[config.mk]
export PLATFORM = sky130hd
export DESIGN_NAME = mem_arbiter
export DESIGN_NICKNAME = d
export VERILOG_FILES = /design/src/rtl/mem_arb_pkg.sv /design/src/rtl/rd_tag_pipe.sv /design/src/rtl/mem_arbiter.sv
export SDC_FILE = /design/constraint.sdc
export NUM_CORES = 1
export LEC_CHECK = 0
export CAP_MARGIN = 30
export CORE_MARGIN = 4
export CORE_UTILIZATION = 30
export DETAILED_ROUTE_END_ITERATION = 6
export PLACE_DENSITY = 0.84
export SYNTH_ARGS = -nofsm -noshare
export SYNTH_HDL_FRONTEND = slang
export SYNTH_HIERARCHICAL = 1
export SYNTH_SLANG_ARGS = --single-unit
[constraint.sdc]
create_clock -name clk -period 2.2 [get_ports clk]
set_clock_uncertainty 0.15 [all_clocks]
set_input_delay 0.66 -clock clk [delete_from_list [all_inputs] [get_ports clk]]
set_output_delay 0.66 -clock clk [all_outputs]
set_load 0.1 [all_outputs]
[src/rtl/mem_arb_pkg.sv]
// mem_arb_pkg: RAM command encodings, arbiter state encoding and read-tag type
// shared by mem_arbiter and its read-tag pipe.
package mem_arb_pkg;

  localparam logic [1:0] MNONE  = 2'b00;
  localparam logic [1:0] MREAD  = 2'b01;
  localparam logic [1:0] MWRITE = 2'b10;

  typedef enum logic [1:0] {
    ARB   = 2'd0,
    LOCK0 = 2'd1,
    LOCK1 = 2'd2
  } arb_state_t;

  typedef struct packed {
    logic vld;
    logic id;
  } rd_tag_t;

  // 2'b00 and 2'b11 are both "no access" and must never win arbitration.
  function automatic logic cmd_is_access(input logic [1:0] cmd);
    return (cmd == MREAD) || (cmd == MWRITE);
  endfunction

endpackage

[src/rtl/rd_tag_pipe.sv]
// rd_tag_pipe: STAGES-deep shift register carrying read tags (valid + port id)
// alongside the RAM read latency; the async clear drops all in-flight tags.
module rd_tag_pipe
  import mem_arb_pkg::*;
#(
  parameter int STAGES = 1
) (
  input  logic    i_clk,
  input  logic    i_rst_n,
  input  rd_tag_t i_tag,
  output rd_tag_t o_tag
);

  rd_tag_t r_pipe [STAGES];

  always_ff @(posedge i_clk or negedge i_rst_n) begin
    if (!i_rst_n) begin
      for (int i = 0; i < STAGES; i++) r_pipe[i] <= '0;
    end else begin
      r_pipe[0] <= i_tag;
      for (int i = 1; i < STAGES; i++) r_pipe[i] <= r_pipe[i-1];
    end
  end

  assign o_tag = r_pipe[STAGES-1];

endmodule

[src/rtl/mem_arbiter.sv]
// mem_arbiter: round-robin arbiter sharing one single-port RAM between two requesters.
// Define MEM_ARBITER_LOCK_EN to honour lock0/lock1 bounded burst ownership.
module mem_arbiter
  import mem_arb_pkg::*;
#(
  parameter int AW       = 9,
  parameter int DW       = 16,
  parameter int RD_LAT   = 1,
  parameter int LOCK_MAX = 8
) (
  input  logic          clk,
  input  logic          reset,
  input  logic          req0,
  input  logic          req1,
  input  logic [1:0]    cmd0,
  input  logic [1:0]    cmd1,
  input  logic [AW-1:0] addr0,
  input  logic [AW-1:0] addr1,
  input  logic [DW-1:0] wdata0,
  input  logic [DW-1:0] wdata1,
  input  logic          lock0,
  input  logic          lock1,
  output logic          gnt0,
  output logic          gnt1,
  output logic          rvalid0,
  output logic          rvalid1,
  output logic [DW-1:0] rdata,
  output logic [1:0]    mem_cmd,
  output logic [AW-1:0] mem_addr,
  output logic [DW-1:0] mem_wdata,
  input  logic [DW-1:0] mem_rdata
);

  logic w_elig0, w_elig1, w_e0, w_e1;
  logic w_pick1, w_gnt0, w_gnt1, w_any;
  logic w_lock_idle, w_idle_ptr;
  logic r_ptr;
  logic [1:0]    r_mem_cmd;
  logic [AW-1:0] r_mem_addr;
  logic [DW-1:0] r_mem_wdata;
  logic          r_mem_id;
  rd_tag_t       w_tag_in, w_tag_out;

  assign w_elig0 = req0 && cmd_is_access(cmd0);
  assign w_elig1 = req1 && cmd_is_access(cmd1);

`ifdef MEM_ARBITER_LOCK_EN
  localparam logic [7:0] LC_LAST = 8'(LOCK_MAX - 1);

  arb_state_t r_state;
  logic [7:0] r_lock_cnt;

  assign w_e0 = w_elig0 && (r_state != LOCK1);
  assign w_e1 = w_elig1 && (r_state != LOCK0);
  // A lock owner that goes quiet for a cycle releases and hands priority over.
  assign w_lock_idle = (r_state != ARB) && !w_any;
  assign w_idle_ptr  = (r_state == LOCK0);

  always_ff @(posedge clk or negedge reset) begin
    if (!reset) begin
      r_state    <= ARB;
      r_lock_cnt <= '0;
    end else begin
      unique case (r_state)
        ARB: begin
          if (w_gnt0 && lock0) begin
            r_state    <= LOCK0;
            r_lock_cnt <= 8'd1;
          end else if (w_gnt1 && lock1) begin
            r_state    <= LOCK1;
            r_lock_cnt <= 8'd1;
          end
        end
        LOCK0: begin
          if (w_gnt0) begin
            r_lock_cnt <= r_lock_cnt + 8'd1;
            if (!lock0 || (r_lock_cnt >= LC_LAST)) r_state <= ARB;
          end else begin
            r_state <= ARB;
          end
        end
        LOCK1: begin
          if (w_gnt1) begin
            r_lock_cnt <= r_lock_cnt + 8'd1;
            if (!lock1 || (r_lock_cnt >= LC_LAST)) r_state <= ARB;
          end else begin
            r_state <= ARB;
          end
        end
        default: r_state <= ARB;
      endcase
    end
  end
`else
  logic w_unused_lock;

  assign w_e0          = w_elig0;
  assign w_e1          = w_elig1;
  assign w_lock_idle   = 1'b0;
  assign w_idle_ptr    = 1'b0;
  assign w_unused_lock = lock0 | lock1;
`endif

  // r_ptr names the port that wins a tie; grants are suppressed while in reset.
  assign w_pick1 = w_e1 && (!w_e0 || r_ptr);
  assign w_gnt1  = reset && w_pick1;
  assign w_gnt0  = reset && w_e0 && !w_pick1;
  assign w_any   = w_gnt0 || w_gnt1;
  assign gnt0    = w_gnt0;
  assign gnt1    = w_gnt1;

  always_ff @(posedge clk or negedge reset) begin
    if (!reset) begin
      r_ptr       <= 1'b0;
      r_mem_cmd   <= MNONE;
      r_mem_addr  <= '0;
      r_mem_wdata <= '0;
      r_mem_id    <= 1'b0;
    end else if (w_any) begin
      r_ptr       <= w_gnt0;
      r_mem_cmd   <= w_gnt1 ? cmd1   : cmd0;
      r_mem_addr  <= w_gnt1 ? addr1  : addr0;
      r_mem_wdata <= w_gnt1 ? wdata1 : wdata0;
      r_mem_id    <= w_gnt1;
    end else begin
      r_mem_cmd <= MNONE;
      if (w_lock_idle) r_ptr <= w_idle_ptr;
    end
  end

  assign mem_cmd   = r_mem_cmd;
  assign mem_addr  = r_mem_addr;
  assign mem_wdata = r_mem_wdata;

  // Tags enter as the read is presented to the RAM, so RD_LAT stages line up with mem_rdata.
  assign w_tag_in.vld = (r_mem_cmd == MREAD);
  assign w_tag_in.id  = r_mem_id;

  rd_tag_pipe #(.STAGES(RD_LAT)) u_tag_pipe (
    .i_clk   (clk),
    .i_rst_n (reset),
    .i_tag   (w_tag_in),
    .o_tag   (w_tag_out)
  );

  assign rvalid0 = w_tag_out.vld && !w_tag_out.id;
  assign rvalid1 = w_tag_out.vld &&  w_tag_out.id;
  assign rdata   = mem_rdata;

endmodule
# Word-level counts from Yosys, hierarchy flattened

Index checks and enable logic that the tools add are counted.

Reduce and logical (&&, ||, !) cells: 15
Equal/unequal tests: 5
Muxes and demuxes: 4

Operators by type and width:

| operator                                                        | count |
|---|---|
| 16-bit two-way mux                                              | 1 |
| 9-bit two-way mux                                               | 1 |
| 1-bit logical AND                                               | 8 |
| 2-bit by 1-bit == test with 1-bit output, second input constant | 3 |
| 2-bit == test, second input constant                            | 2 |
| 1-bit logical OR                                                | 4 |
| 2-bit two-way mux                                               | 2 |
| 1-bit zero test                                                 | 3 |

Register bits after elaboration: 31
Logic and storage cells: 31
Input port bits: 76
Output and inout port bits: 47

# Depth between registers and ports, before layout

Gate-level depths: netlist of run 1.

Word-level depth: 10
Mapped depth: 4
Depth with buffers taken out: 3

# Hierarchy

Netlist of run 1, hierarchy kept.

Modules (own cells, without submodules):

| module      | area an instance (µm²) | cells an instance | times used |
|---|---|---|---|
| mem_arbiter | 1631.6                 | 175               | 1 |
| rd_tag_pipe | 50.0                   | 2                 | 1 |

# Worst setup path after synthesis of run 1

No wires, ideal clock.

Path type: register to output
From: register u_tag_pipe.r_pipe (netlist bit u_tag_pipe/o_tag[0])
To: output port rvalid0
Stages on the path, launching flop included: 2
Data required time: 1.390 ns
Path buffers: 0
Arrival: 1.693 ns
Setup slack: -0.303 ns
Cell sequence: dfrtp_1 -> nor2b_1

Cells in the longest elaborated chain, start to end: 2

Ends and longest elaborated chain:

| item               | line               | source |
|---|---|---|
| start: declaration | rd_tag_pipe.sv:14  | `rd_tag_t r_pipe [STAGES];` |
| 1-bit zero test    | mem_arbiter.sv:146 | `assign rvalid0 = w_tag_out.vld && !w_tag_out.id;` |
| 1-bit logical AND  | mem_arbiter.sv:146 |  |
| end: declaration   | mem_arbiter.sv:25  | `output logic rvalid0,` |

Every way passes these cells.

# Final worst setup path of run 1

From: input port cmd1[0]
To: output port gnt1

Cells in the longest elaborated chain, start to end: 5
Elaborated cells between the ends (all ways): 6
Classes of those cells: eq/ne (2); reduce/logical (4)

Ends and longest elaborated chain:

| item                                                                      | line               | source |
|---|---|---|
| start: declaration                                                        | mem_arbiter.sv:16  | `input logic [1:0] cmd1,` |
| 2-bit by 1-bit == test with 1-bit output or 2-bit == test (tied branches) | mem_arb_pkg.sv:22  | `return (cmd == MREAD) \|\| (cmd == MWRITE);` |
| 1-bit logical OR (*)                                                      | mem_arb_pkg.sv:22  |  |
| 1-bit logical AND (*)                                                     | mem_arbiter.sv:45  | `assign w_elig1 = req1 && cmd_is_access(cmd1);` |
| 1-bit logical AND (*)                                                     | mem_arbiter.sv:105 | `assign w_pick1 = w_e1 && (!w_e0 \|\| r_ptr);` |
| 1-bit logical AND (*)                                                     | mem_arbiter.sv:106 | `assign w_gnt1 = reset && w_pick1;` |
| end: declaration                                                          | mem_arbiter.sv:24  | `output logic gnt1,` |

Mark *: on every way between the ends. The rest lies on a longest branch, timed or not.

==> results of run 1 <==
path summary, 6_finish.rpt:
path | start | to | slack, ns | cells after the start
worst max-delay path | cmd1[0] | gnt1 | -0.17 | 5
worst min-delay path | r_mem_id$_DFFE_PN0P_ | u_tag_pipe/o_tag[0]$_DFF_PN0_ | 0.23 | 0
worst max register to register | r_ptr$_DFFE_PN0P_ | mem_wdata[4]$_DFFE_PN0P_ | 0.48 | 4
worst min register to register | r_mem_id$_DFFE_PN0P_ | u_tag_pipe/o_tag[0]$_DFF_PN0_ | 0.23 | 0
max in group asynchronous | reset | mem_wdata[3]$_DFFE_PN0P_ | 1.44 | 2
min in group asynchronous | reset | mem_addr[6]$_DFFE_PN0P_ | 0.26 | 2
cell usage in the layout (no fill, tap or decap), types with 3 or more instances in the layout:
cell type	instances
dfrtp_1	31
inv_1	76
buf_4	13
clkbuf_2	3
a222oi_1	25
clkbuf_8	7
buf_6	3
clkdlybuf4s50_1	50
buf_12	34
registers in the layout, summed over array words and instances, names as in the netlist:
name,flops
mem_wdata,16
mem_addr,9
mem_cmd,2
u_tag_pipe/o_tag,2
r_mem_id,1
r_ptr,1
routing by layer:
| metal | track usage (%) | vias up | part of all wire (%) |
|---|---|---|---|
| li1 | - | 730 | - |
| met1 | 14.7 | 750 | 35 |
| met2 | 26.2 | 90 | 52 |
| met3 | 7.52 | 8 | 12 |
| met4 | 4.46 | 0 | 1.2 |
| met5 | 0 | - | 0 |
cells by family after synthesis:
family / share of synthesized area (%)
buffers and inverters: 28.1
AO/OA/AOI/OAI: 19.6
flip-flops: 46.1
AND/OR/NAND/NOR: 3.65
XOR/XNOR: 2.53
repair_timing:
| item | 4_1_cts | 5_1_grt |
|---|---|---|
| hold buffers | 0 | 0 |
| resized for setup | 36 | 13 |
| pin swaps | 3 | 4 |
| endpoints found under the setup margin | 31 | 2 |
| setup buffers | 1 | 1 |
critical path, cell delays in order:
cell      delay (ns)
buf_6           0.11
buf_4           0.15
xnor2_4         0.15
a311oi_4        0.27
buf_12          0.22
metrics by stage:
| stage | cell area, µm² | std cells | hold WS (ns) | setup slack, ns | total power [µW] |
|---|---|---|---|---|---|
| floorplan | 1740 | 177 | 0.198 | -0.118 | 1920 |
| finish | 3130 | 337 | 0.230 | -0.170 | 3000 |
| global placement | 2940 | 327 | 0.213 | -0.635 | 2480 |
| CTS | 3070 | 336 | 0.229 | -0.242 | 3020 |
| global route | 3130 | 337 | 0.249 | -0.201 | 3130 |
| detailed placement | 2940 | 327 | 0.213 | -0.648 | 2520 |
power groups by stage:
stage	registers, µW	logic [µW]	clock network (µW)
floorplan	1540	372	0
global placement	822	1660	0
detailed placement	830	1680	0
CTS	819	1690	507
global route	832	1760	545
finish	816	1700	487
cell type report:
| class | instances | area (µm²) |
|---|---|---|
| timing repair buffer | 105 | 1360 |
| tap | 70 | 87.6 |
| fill | 448 | 2140 |
| multi-input combinational | 47 | 527 |
| clock buffer | 8 | 100 |
| sequential | 31 | 776 |
| inverter | 76 | 285 |
==> reports/qor.yml, run 1 <==
status: "finished, violations left"
violations: "negative setup slack"
period_needed_ns: 2.37
dr.pass1.iters: 6
relSlewSlack_pct: 78.3
synth_top_area_share_pct: 46.1
area_delta_synth_final_pct: 86.3
synth_area_per_cell_um2: 9.50
start_kind: "input pin"
cts-root-buf: "clkbuf_8"
critPathArrivalTime_ns: 1.56
grt_overflow: 0
antenna_found_initial: 0
vias_per_cell: 4.68
end_kind: "output port"
setup_violations: 2
antenna_left: 0
tritoncts: "built"
fmax_mhz: 422
clockBufferDepth: 2
finalCritPeriodShare_pct: 108
worst_pin_slew_ns: 0.325
route.detailed.drc: 0
finalHoldViolCount: 0
finalSetupTns_ns: -0.294
clock-sinks: 31
clock_latency_ns: 0.27
combPwrFrac_pct: 56.6
first_global_vias: 1706
rsz0062_at_grt: "yes"
gp_congestion: 0.791
swShare_pct: 46.0
die_area_um2: 6870
die_h_um: 82.9
grt.total_usage_pct: 14.6
wl_mm: 4.89
synth.distinct_cells: 22
synth_seq_cells: 31
async_flop_share_pct: 100
synth_edf_count: 0
synth-main-ff-cell: "dfrtp_1"
synth_nets: 253
start_util_pct: 31.9
synth_largest_area_cell: "dfrtp_1"
dr_total_vias: 1578
rows: 26
detailed_place_hpwl_mm: 3.77
syn_inst: 177
fin_util_pct: 59.4
path_class: "in -> out"
grt_max_degree: 30
post-synth-top-count-cell: "inv_1"
wl_per_cell_um: 14.5
grt_pass1_wl_mm: 8.11
internal-power_uw: 1620
cts.clk_slew.worst_paths_ns: 0.06
p_leak_uw: 0.00163
cts_buffers: 5
antenna_cells: 0
p_clk_share_pct: 16.2
core_region_area_um2: 5270
yosys_warnings: 6
p_per_area_nw_per_um2: 958
cts_htree_levels: 2
synth_common_cells: "inv_1, dfrtp_1, a222oi_1"
io_pins: 123
slew_violations: 0
hold_path.class: "reg -> reg"
seqPwrFrac_pct: 27.2
port_buffers: 88
layout_setup_ws_ns: -0.170
drv_cap: 0
power_switching_uw: 1380
die_w_um: 82.9
nNetsFinal: 342
critical_path_required_ns: 1.39
synth.top_cells.by_area: "dfrtp_1, inv_1, a222oi_1"
drive_gt1_share_pct: 27.0
drtIter0Drc: 131
synthesis.area_um2: 1680
vdd_drop_max_uv: 450
crit_fanout: 2
synth_seq_area_share_pct: 46.1
Note: power is estimated with default switching activity, not from simulation.
==> run 2: changes to the inputs <==
--- a/config.mk
+++ b/config.mk
@@ -8,6 +8,7 @@
 export CAP_MARGIN = 30
 export CORE_MARGIN = 4
 export CORE_UTILIZATION = 30
+export CTS_CLUSTER_SIZE = 40
 export DETAILED_ROUTE_END_ITERATION = 6
 export PLACE_DENSITY = 0.84
 export SYNTH_ARGS = -nofsm -noshare
==> results of run 2 <==
Final layout, timing and power as in run 1 (identical DEF).
==> run 3: changes to the inputs <==
--- a/config.mk
+++ b/config.mk
@@ -5,6 +5,7 @@
 export SDC_FILE = /design/constraint.sdc
 export NUM_CORES = 1
 export LEC_CHECK = 0
+export ABC_AREA = 0
 export CAP_MARGIN = 30
 export CORE_MARGIN = 4
 export CORE_UTILIZATION = 30
==> results of run 3 <==
Final layout, timing and power as in run 1 (identical DEF).
